File: src/rtl/spi_slave_regs.sv
// spi_slave_regs: SPI mode-0 responder emulating a transceiver register interface.
// A header byte {rw, burst, addr[5:0]} selects a register read, a register write
// or (burst=0, addr >= STROBE_BASE) a command strobe. A 64x8 register file is
// served over the link, and each byte on miso is the status byte unless read
// data is being returned.
//
// Ports:
//   clk, rst             system clock (>= 8x sclk), synchronous active-high reset
//   sclk, ss, mosi       asynchronous SPI pins, synchronised internally
//   miso, miso_oe        serial data out (MSB first) and pad output enable
//   status_in            low nibble of the status byte
//   rx_byte, rx_valid    last complete byte and its 1-cycle pulse
//   wr_en, wr_addr,      1-cycle register-write pulse with its address/data
//   wr_data
//   strobe, strobe_addr  1-cycle command strobe pulse with its address
module spi_slave_regs #(
  parameter logic       CHIP_RDY_N_DEFAULT = 1'b0,
  parameter logic [5:0] STROBE_BASE        = 6'h30
) (
  input  logic       clk,
  input  logic       rst,
  input  logic       sclk,
  input  logic       ss,
  input  logic       mosi,
  output logic       miso,
  output logic       miso_oe,
  input  logic [3:0] status_in,
  output logic [7:0] rx_byte,
  output logic       rx_valid,
  output logic       wr_en,
  output logic [5:0] wr_addr,
  output logic [7:0] wr_data,
  output logic       strobe,
  output logic [5:0] strobe_addr
);

  typedef enum logic [2:0] {IDLE, HEADER, WRITE, READ, DRAIN} state_t;

  state_t     state;
  logic       sclk_s1, sclk_s2, sclk_d;
  logic       ss_s1, ss_s2, ss_d;
  logic       mosi_s1, mosi_s2;
  logic [2:0] bit_cnt;
  logic [6:0] rx_shift;
  logic [7:0] tx_shift;
  logic       burst;
  logic [5:0] addr;
  logic       chip_rdy_n;
  logic [7:0] regs [64];

  logic       sclk_rise, sclk_fall, ss_rise, ss_fall;
  logic [7:0] status_byte;
  logic [7:0] rx_next;
  logic [5:0] addr_inc;

  assign sclk_rise   = sclk_s2 & ~sclk_d;
  assign sclk_fall   = ~sclk_s2 & sclk_d;
  assign ss_rise     = ss_s2 & ~ss_d;
  assign ss_fall     = ~ss_s2 & ss_d;
  assign status_byte = {chip_rdy_n, 3'b000, status_in};
  assign rx_next     = {rx_shift, mosi_s2};
  assign addr_inc    = addr + 6'd1;

  // tx_shift is cleared whenever the slave is deselected, so miso idles low.
  assign miso = tx_shift[7];

  always_ff @(posedge clk) begin
    if (rst) begin
      // ss synchronisers reset low: an ss already held low after reset
      // produces no falling edge and so starts no transaction.
      {sclk_s1, sclk_s2, sclk_d} <= '0;
      {ss_s1, ss_s2, ss_d}       <= '0;
      {mosi_s1, mosi_s2}         <= '0;
      state       <= IDLE;
      bit_cnt     <= '0;
      rx_shift    <= '0;
      tx_shift    <= '0;
      burst       <= 1'b0;
      addr        <= '0;
      chip_rdy_n  <= CHIP_RDY_N_DEFAULT;
      miso_oe     <= 1'b0;
      rx_byte     <= '0;
      rx_valid    <= 1'b0;
      wr_en       <= 1'b0;
      wr_addr     <= '0;
      wr_data     <= '0;
      strobe      <= 1'b0;
      strobe_addr <= '0;
      for (int unsigned i = 0; i < 64; i++) regs[i] <= '0;
    end else begin
      sclk_s1    <= sclk;
      sclk_s2    <= sclk_s1;
      sclk_d     <= sclk_s2;
      ss_s1      <= ss;
      ss_s2      <= ss_s1;
      ss_d       <= ss_s2;
      mosi_s1    <= mosi;
      mosi_s2    <= mosi_s1;
      chip_rdy_n <= 1'b0;
      rx_valid   <= 1'b0;
      wr_en      <= 1'b0;
      strobe     <= 1'b0;

      // Deselect takes priority over any byte completing in the same cycle.
      if (ss_rise) begin
        state    <= IDLE;
        bit_cnt  <= '0;
        tx_shift <= '0;
        miso_oe  <= 1'b0;
      end else if (ss_fall) begin
        state    <= HEADER;
        bit_cnt  <= '0;
        tx_shift <= status_byte;
        miso_oe  <= 1'b1;
      end else if (state != IDLE) begin
        if (sclk_rise) begin
          rx_shift <= rx_next[6:0];
          bit_cnt  <= bit_cnt + 3'd1;
          if (bit_cnt == 3'd7) begin
            rx_byte  <= rx_next;
            rx_valid <= 1'b1;
            case (state)
              HEADER: begin
                burst <= rx_next[6];
                addr  <= rx_next[5:0];
                if (!rx_next[6] && (rx_next[5:0] >= STROBE_BASE)) begin
                  strobe      <= 1'b1;
                  strobe_addr <= rx_next[5:0];
                  tx_shift    <= status_byte;
                  state       <= DRAIN;
                end else if (rx_next[7]) begin
                  tx_shift <= regs[rx_next[5:0]];
                  state    <= READ;
                end else begin
                  tx_shift <= status_byte;
                  state    <= WRITE;
                end
              end
              WRITE: begin
                regs[addr] <= rx_next;
                wr_en      <= 1'b1;
                wr_addr    <= addr;
                wr_data    <= rx_next;
                tx_shift   <= status_byte;
                if (burst) addr  <= addr_inc;
                else       state <= DRAIN;
              end
              READ: begin
                if (burst) begin
                  addr     <= addr_inc;
                  tx_shift <= regs[addr_inc];
                end else begin
                  tx_shift <= status_byte;
                  state    <= DRAIN;
                end
              end
              DRAIN:   tx_shift <= status_byte;
              default: state    <= IDLE;
            endcase
          end
        end else if (sclk_fall && (bit_cnt != 3'd0)) begin
          // At a byte boundary the next byte's MSB is already in place.
          tx_shift <= {tx_shift[6:0], 1'b0};
        end
      end
    end
  end

endmodule
File: config.mk
export PLATFORM = sky130hd
export DESIGN_NAME = spi_slave_regs
export DESIGN_NICKNAME = d
export VERILOG_FILES = /design/src/rtl/spi_slave_regs.sv
export SDC_FILE = /design/constraint.sdc
export NUM_CORES = 1
export LEC_CHECK = 0
export ABC_AREA = 1
export BUFFER_PORTS_ARGS = -buffer_cell sky130_fd_sc_hd__buf_2
export CORE_ASPECT_RATIO = 0.8
export CORE_MARGIN = 2
export CORE_UTILIZATION = 45
export CTS_CLUSTER_DIAMETER = 60
export DETAILED_ROUTE_END_ITERATION = 8
export SLEW_MARGIN = 20
export SYNTH_ARGS = -nofsm -noshare
export SYNTH_HDL_FRONTEND = slang
export SYNTH_SLANG_ARGS = --single-unit
File: constraint.sdc
create_clock -name clk -period 3.3 [get_ports clk]
set_input_delay 0.66 -clock clk [delete_from_list [all_inputs] [get_ports clk]]
set_output_delay 0.66 -clock clk [all_outputs]
set_load 0.01 [all_outputs]
==> Word level (Yosys, flattened, before mapping) <==
Memories as Yosys holds them, arrays and structs flattened.
Index checks and enable logic that the tools add are counted.
{ "op_classes": {"addsub": 2, "mul": 0, "div_mod_pow": 0, "order_cmp": 1, "n_eq_ne": 13, "n_shift": 0, "muxes": 34, "bitwise": 15, "reduce_logical": 29} }
{ "op_table": {"columns": ["op", "n"], "rows": [
  ["8-bit 2-to-1 mux", 7],
  ["8-bit one-hot mux with 3 select lines", 1],
  ["1-bit 2-to-1 mux", 18],
  ["5-bit AND reduction", 3],
  ["7-bit AND reduction", 2],
  ["6-bit 2-to-1 mux", 2],
  ["6-bit one-hot mux with 2 select lines", 1],
  ["4-bit AND reduction", 3],
  ["6-bit AND reduction", 2],
  ["1-bit NOT", 11],
  ["2-bit nonzero test", 5],
  ["3-bit one-hot mux with 3 select lines", 1],
  ["3-bit nonzero test", 3],
  ["4-bit 2-to-1 mux", 2],
  ["8-bit OR reduction", 1],
  ["7-bit OR reduction", 1],
  ["6-bit by 1-bit adder with 6-bit output, second input constant", 1],
  ["3-bit by 2-bit == test with 1-bit output, second input constant", 2],
  ["3-bit == test, second input constant", 2],
  ["6-bit >= comparator, second input constant", 1],
  ["3-bit 2-to-1 mux", 2],
  ["2-bit OR reduction", 3],
  ["5-bit by 2-bit inequality test with 1-bit output, second input constant", 1],
  ["5-bit OR reduction", 1],
  ["12 further kinds", 18]
]} }
{ "totals": {"regBits": 68, "latch_bits": 0, "ram_bits": 512, "rom_bits": 0, "in_bits": 9, "n_memories": 1} }
{ "mem_list": {"columns": ["name", "depth", "word_bits", "read_ports", "rd_ports_with_merged_regs", "write_ports", "line", "rtl"], "rows": [
  ["regs", 64, 8, 2, 0, 64, "49", "logic [7:0] regs [64];"]
]} }

==> Logic depth before layout (Yosys ltp) <==
Gate-level depths: netlist (run 1).
{ "depth": {"depth_word": 11, "depth_mapped": 16, "depth_no_buf": 14} }

==> Least setup slack after synthesis (run 1) <==
OpenSTA, ideal clock, no wires.
{ "synth_path": {"path_kind": "input to register", "from": "in rst", "to": "mem regs[21][0] (enable)", "setup_ns": 0.329, "arrival_time_ns": 2.397, "slack_ns": 0.574, "cell_stages": 10, "path_buffers": 1, "cell_sequence": "nor2_1 inv_1 nor2_1 clkinv_1 nor2_4 nand2_2 buf_6 nor3_4 nand4_2 nand2_1"} }
{ "synth_rtl": {"columns": ["item", "line", "rtl"], "rows": [
  ["start: declaration", "21", "input logic rst,"],
  ["end: declaration", "49", null]
]} }

==> results of run 1 <==
[per-layer routing]
layer | global-route usage (%) | wire length, um | up-vias
li1 | - | - | 13202
met1 | 44.3 | 47100 | 13473
met2 | 44.2 | 46900 | 1620
met3 | 5.60 | 12100 | 207
met4 | 10.2 | 3680 | 2
met5 | 0 | 18 | -
[critical path: cells and delay by family, from the launching register on]
kind	cells	cell delay, ns
buf+inv	3	0.49
simple gates	8	1.80
flops	1	0.35
[flip-flops by register name, summed over array words and instances (netlist names), 3 cells and up]
signal       count
addr             6
bit_cnt          3
regs           512
rx_byte          8
rx_shift         7
state            3
strobe_addr      6
tx_shift         8
wr_addr          6
wr_data          8
[per-stage QoR]
step                      instances  power, mW  setup slack [ns]
after CTS                      4891       16.2             0.133
after global placement         4783       9.44            0.0433
after detailed placement       4783       9.45            0.0599
after floorplan                3995       9.11             0.574
final                          4891       16.2             0.285
after global routing           4891       16.6            0.0392
[Yosys cell counts, types with 2 or more instances]
master      n
nand2_1   863
nor2_1    721
nand3_1   600
edfxtp_1  512
inv_1     288
o21ai_0   250
clkbuf_1  241
a21oi_1   189
o211ai_1   94
dfxtp_1    68
buf_1      38
nand2_2    38
buf_2      19
nor3_1     13
a211oi_1   11
ha_1        6
clkinv_1    5
inv_2       5
a31oi_1     4
nor4_4      4
o22ai_1     4
nand4_2     3
nor2_2      3
nor2_4      2
nor3_2      2
nor4_2      2
xor2_1      2
[power by group through the flow]
stage               Sequential [mW]  Combinational (mW)  Clock, mW
detailed placement             8.60               0.847          0
global route                   8.48               0.965       7.20
floorplan                      8.52               0.594          0
global placement               8.60               0.841          0
finish                         8.46               0.865       6.85
CTS                            8.45               0.850       6.92
[how the worst max path moves through the flow]
stage             from           to  slack, ns  cells past startpoint
6_report       sclk_s2  regs[61][5]       0.29                     11
5_1_grt        sclk_s2  regs[61][0]       0.04                     11
4_1_cts        sclk_s2  regs[35][5]       0.13                     10
3_5_place_dp       rst  regs[35][1]       0.06                     10
3_3_place_gp       rst  regs[32][2]       0.04                     10
2_1_floorplan      rst  regs[21][0]       0.57                     10
[what timing repair did]
| action | 4_1_cts | 5_1_grt |
|---|---|---|
| hold buffers | 0 | 0 |
| gates resized for setup | 0 | 1 |
| endpoints found under the setup margin | 0 | 16 |
[kinds of logic (layout without fill, tap and decap cells)]
| family | after synthesis | after routing | synth area share [%] |
|---|---|---|---|
| buf+inv | 598 | 570 | 7.20 |
| fa+ha+maj | 6 | 6 | 0.237 |
| compound gates | 555 | 555 | 9.66 |
| simple gates | 2253 | 2253 | 30.0 |
| xor+xnor | 3 | 3 | 0.0830 |
| flops | 580 | 580 | 52.9 |
[final cells by class]
cell class              count  area (sq um)
flip-flops and latches    580         16800
fillers                  6645         34100
clock inverters            27           259
repair buffers            163          1450
well taps                 924          1160
inverters                 299          1150
clock buffers              81          1690
multi-input cells        2817         12700
==> results.py, run 1 <==
metrics = {
    "floorplanning": {
        "die_w_um": 301,
        "die_area_sq_um": 72500,
        "rows": 86,
        "ioPinCount": 42,
        "start_util_pct": 45.7,
        "core_area_sq_um": 69300,
        "die_height_um": 241,
    },
    "global_route": {
        "grt_pass1_vias": 25815,
        "antenna_found_initial": 2,
        "grt_pass1_wl_um": 164000,
        "grt_max_degree": 158,
        "overflow": 0,
        "grtUsageTotal_pct": 30.0,
    },
    "setup_path": {
        "end_kind": "flip-flop",
        "reg2reg_to": "regs[61][5]",
        "critical_path.max_stage_delay_ns": 0.35,
        "r2r_setup_slack_ns": 0.29,
        "slowest_stage": "dfxtp_1",
        "startpoint_type": "flip-flop",
        "cpMostUsedCell": "nand2_2",
        "critical_path_class": "flip-flop to flip-flop",
        "worstRegToRegCells": 11,
        "cp.required_ns": 3.57,
        "r2r_start": "sclk_s2",
        "critPathMaxFanout": 11,
        "crit_arrival_ns": 3.29,
        "path_cells": "inv_2 > nor2_4 > inv_4 > nor2_2 > nand2_2 > nor2_4 > nand2_2 > nor4_4 > buf_4 > nand2_2 > nand2_1",
    },
    "synthesis": {
        "synth_flop_cell": "edfxtp_1",
        "yosysTopAreaCellShare_pct": 48.6,
        "yosys-top-cells-area": "edfxtp_1, nand2_1, nand3_1",
        "avgSynthCellArea_sq_um": 7.92,
        "yosys.area.top_type": "edfxtp_1",
        "yosys_warnings": 0,
        "synthCells": 3995,
        "syn_area_sq_um": 31700,
        "ys_types": 35,
        "synth_edf_count": 512,
        "seq_area_frac_synth_pct": 52.9,
        "synthesis.nets": 4010,
        "ys_seq_elements": 580,
        "async_flop_share_pct": 0,
    },
    "finish": {
        "area_growth_pct": 11.0,
        "layout.nets": 3934,
        "drive_gt1_share_pct": 8.39,
        "fin_area_sq_um": 35200,
        "layout_common_cells": "nand2_1, nor2_1, nand3_1",
        "layout_commonest_cell": "nand2_1",
        "antenna-diode-count": 0,
        "fin_util_pct": 50.7,
    },
    "placement": {
        "gp_congestion": 0.951,
        "port_buffers": 41,
        "dp_hpwl_um": 70900,
        "dpl_cell_area_sq_um": 33200,
    },
    "routing": {
        "drt-vias-per-instance": 5.83,
        "post_drt_wl_per_cell_um": 22.4,
        "drc_errors": 0,
        "ant_nets": 0,
        "routed_wl_um": 110000,
        "drt_first_pass_iters": 6,
        "drtIter0Drc": 3997,
        "num_vias": 28504,
    },
    "power": {
        "clockPowerShare_pct": 42.4,
        "leakagePower_nw": 13.0,
        "irDropWorstVdd_mv": 0.441,
        "intPower_mw": 12.4,
        "p_switching_mw": 3.76,
        "p_seq_share_pct": 52.3,
        "powerDensity_nw_per_um2": 460,
        "p_comb_share_pct": 5.3,
        "swShare_pct": 23.2,
    },
    "cts": {
        "cts_buffers": 58,
        "clock_path_buffers": 3,
        "root_buffer": "clkbuf_16",
        "cts.sinks": 580,
        "clk_pin_slew_ns": 0.06,
        "h-tree-depth": 2,
        "post_cts_buffers": 0,
        "cts_tree": "built",
        "clk-insertion-delay-late_ns": 0.64,
    },
    "sta": {
        "clock.fmax_mhz": 332,
        "fin_tns_setup_ns": 0,
        "final-setup-viol-count": 0,
        "slew_headroom_pct": 34.0,
        "tightest_slew_ns": 0.983,
        "holdWs_ns": 0.241,
        "post-route-period-util_pct": 91.4,
        "rsz0062_at_grt": "no",
        "hold_viol": 0,
        "finClkSkew_ns": 0.0244,
        "drv_slew": 0,
        "period_needed_ns": 3.01,
    },
    "worst_hold_path": {
        "hold-path-endpoint": "mosi_s1",
        "min_path_cells": 3,
        "min_from": "mosi",
        "hp-class": "input pin to flip-flop",
    },
    "run_status": {
        "status": "complete, no violations",
    },
    "run": {
        "cap_violations": 0,
    },
}
No activity file was read; power rests on OpenSTA's default activity.
==> run 2, diff against run 1 <==
- ABC_AREA: 1 -> 0
==> run 2 against run 1 <==
Effect of this change:
- worst setup slack worse by 0.19 ns
- worst hold slack better by 0.0094 ns
- register-to-register slack worse by 0.19 ns
==> results.py, run 2 <==
metrics = {
    "power": {
        "p_seq_share_pct": 53.2,
        "swShare_pct": 22.2,
        "leakagePower_nw": 11.5,
        "clockPowerShare_pct": 42.5,
        "intPower_mw": 12.2,
        "irDropWorstVdd_mv": 0.412,
        "powerDensity_nw_per_um2": 451,
        "p_comb_share_pct": 4.3,
        "p_switching_mw": 3.48,
    },
    "routing": {
        "ant_nets": 0,
        "drc_errors": 0,
        "post_drt_wl_per_cell_um": 29.5,
        "drtIter0Drc": 3409,
        "drt_first_pass_iters": 7,
        "drt-vias-per-instance": 6.54,
        "num_vias": 21691,
        "routed_wl_um": 97900,
    },
    "finish": {
        "instances_no_fill": 3317,
        "layout_common_cells": "edfxtp_1, and2_1, mux4_2",
        "largest_reg_flops": 512,
        "regMostFlops": "regs",
        "layout.nets": 2360,
        "area_growth_pct": 11.0,
        "drive_gt1_share_pct": 25.9,
        "layout_commonest_cell": "edfxtp_1",
    },
    "placement": {
        "place_inst": 3209,
        "dp_hpwl_um": 66800,
        "gp_congestion": 0.975,
        "port_buffers": 41,
    },
    "setup_path": {
        "crit_arrival_ns": 3.70,
        "cp.required_ns": 3.80,
        "critPathMaxFanout": 28,
        "end_kind": "flip-flop",
        "startpoint_type": "flip-flop",
        "critical_path_class": "flip-flop to flip-flop",
    },
    "sta": {
        "hold_viol": 0,
        "drv_slew": 0,
        "slew_headroom_pct": 26.4,
        "tightest_slew_ns": 1.10,
        "rsz0062_at_grt": "no",
        "clock.fmax_mhz": 312,
        "finClkSkew_ns": 0.0192,
        "holdWs_ns": 0.250,
        "period_needed_ns": 3.20,
        "fin_tns_setup_ns": 0,
        "final-setup-viol-count": 0,
        "post-route-period-util_pct": 97.0,
    },
    "run": {
        "cap_violations": 0,
    },
    "global_route": {
        "antenna_found_initial": 3,
        "grt_pass1_vias": 20958,
        "overflow": 0,
        "grt_max_degree": 73,
        "grtUsageTotal_pct": 27.3,
        "grt_pass1_wl_um": 144000,
    },
    "cts": {
        "clk_pin_slew_ns": 0.07,
        "root_buffer": "clkbuf_16",
        "cts.sinks": 580,
        "clock_path_buffers": 3,
        "clk-insertion-delay-late_ns": 0.63,
        "h-tree-depth": 2,
        "cts_buffers": 57,
        "cts_tree": "built",
    },
    "run_status": {
        "status": "complete, no violations",
    },
    "synthesis": {
        "synth_edf_count": 512,
        "ys_seq_elements": 580,
        "avgSynthCellArea_sq_um": 13.3,
        "ys_types": 75,
        "synth_flop_cell": "edfxtp_1",
        "yosysTopAreaCellShare_pct": 49.2,
        "yosys_warnings": 0,
        "syn_area_sq_um": 31300,
        "synth_common_cells": "edfxtp_1, and2_1, mux4_2, nor3_1, clkbuf_1",
        "synthesis.nets": 2367,
        "yosys.area.top_type": "edfxtp_1",
        "synthCells": 2352,
        "async_flop_share_pct": 0,
        "yosys-top-cells-area": "edfxtp_1, mux4_2, and2_1",
        "seq_area_frac_synth_pct": 53.5,
        "synth_most_common_cell": "edfxtp_1",
    },
    "floorplanning": {
        "rows": 86,
        "start_util_pct": 45.4,
        "die_w_um": 299,
        "ioPinCount": 42,
        "die_height_um": 240,
        "die_area_sq_um": 71600,
        "core_area_sq_um": 68900,
    },
    "worst_hold_path": {
        "hp-class": "input pin to flip-flop",
    },
}
run 2: logic make-up (layout without fill, tap and decap cells):
logic type,Yosys count,in the layout,synth area share [%]
and+or+nand+nor,958,958,16.4
DFF,580,580,53.5
muxes,368,368,22.0
buffers and inverters,259,299,3.79
AOI/OAI and AO/OA,172,172,3.78
xor gates and xnor gates,9,9,0.276
adders and majority gates,6,6,0.240
other,0,1,0
run 2: worst paths after layout:
path / from / end / slack [ns] / cells past startpoint
worst max-delay path: addr[0] / tx_shift[5] / 0.1 / 10
worst min register to register: sclk_s1 / sclk_s2 / 0.44 / 1
worst min-delay path: ss / ss_s1 / 0.25 / 2
worst max register to register: addr[0] / tx_shift[5] / 0.1 / 10
run 2: power by group through the flow:
| stage | Sequential, mW | Combinational (mW) | Clock [mW] |
|---|---|---|---|
| floorplan | 8.40 | 0.465 | 0 |
| global placement | 8.47 | 0.651 | 0 |
| detailed placement | 8.48 | 0.659 | 0 |
| CTS | 8.32 | 0.663 | 6.72 |
| global route | 8.34 | 0.701 | 7.00 |
| finish | 8.33 | 0.671 | 6.66 |
run 2: stage by stage:
stage	utilization (%)	total power [mW]	cell area [sq um]	worst slack [ns]
global placement	47.7	9.12	32800	0.000479
global route	50.4	16.0	34700	0.0125
finish	50.4	15.7	34700	0.0975
detailed placement	47.7	9.14	32800	0.0956
CTS	50.4	15.7	34700	0.0515
floorplan	-	8.86	31300	0.533
run 2: per-layer routing:
layer | wire length [um] | GRT usage (%)
met1 | 40600 | 40.2
met2 | 42300 | 39.6
met5 | 0 | 0
met3 | 11600 | 6.91
met4 | 3360 | 9.17
run 2: cell type report:
| cell class | instances | area, sq um |
|---|---|---|
| antenna | 1 | 2.50 |
| clock buffer | 73 | 1550 |
| clock inverter | 33 | 319 |
| fill | 5885 | 34200 |
| inverter | 13 | 50.0 |
| multi-input combinational | 1513 | 13400 |
| sequential | 580 | 16800 |
| tap | 924 | 1160 |
| timing repair buffer | 180 | 1500 |
run 2: critical path, stage by stage (launching register included):
cell       delay, ns
dfxtp_4         0.39
ha_4            0.30
buf_12          0.25
buf_4           0.25
mux4_2          0.53
nand2_1         0.09
nand3_1         0.10
and3_1          0.22
a2111oi_1       0.58
buf_4           0.25
a31oi_1         0.07
run 2: repair_timing:
item	4_1_cts	5_1_grt
gates resized for setup	0	2
hold buffers	0	0
buffers inserted	0	1
endpoints found under the setup margin	0	3
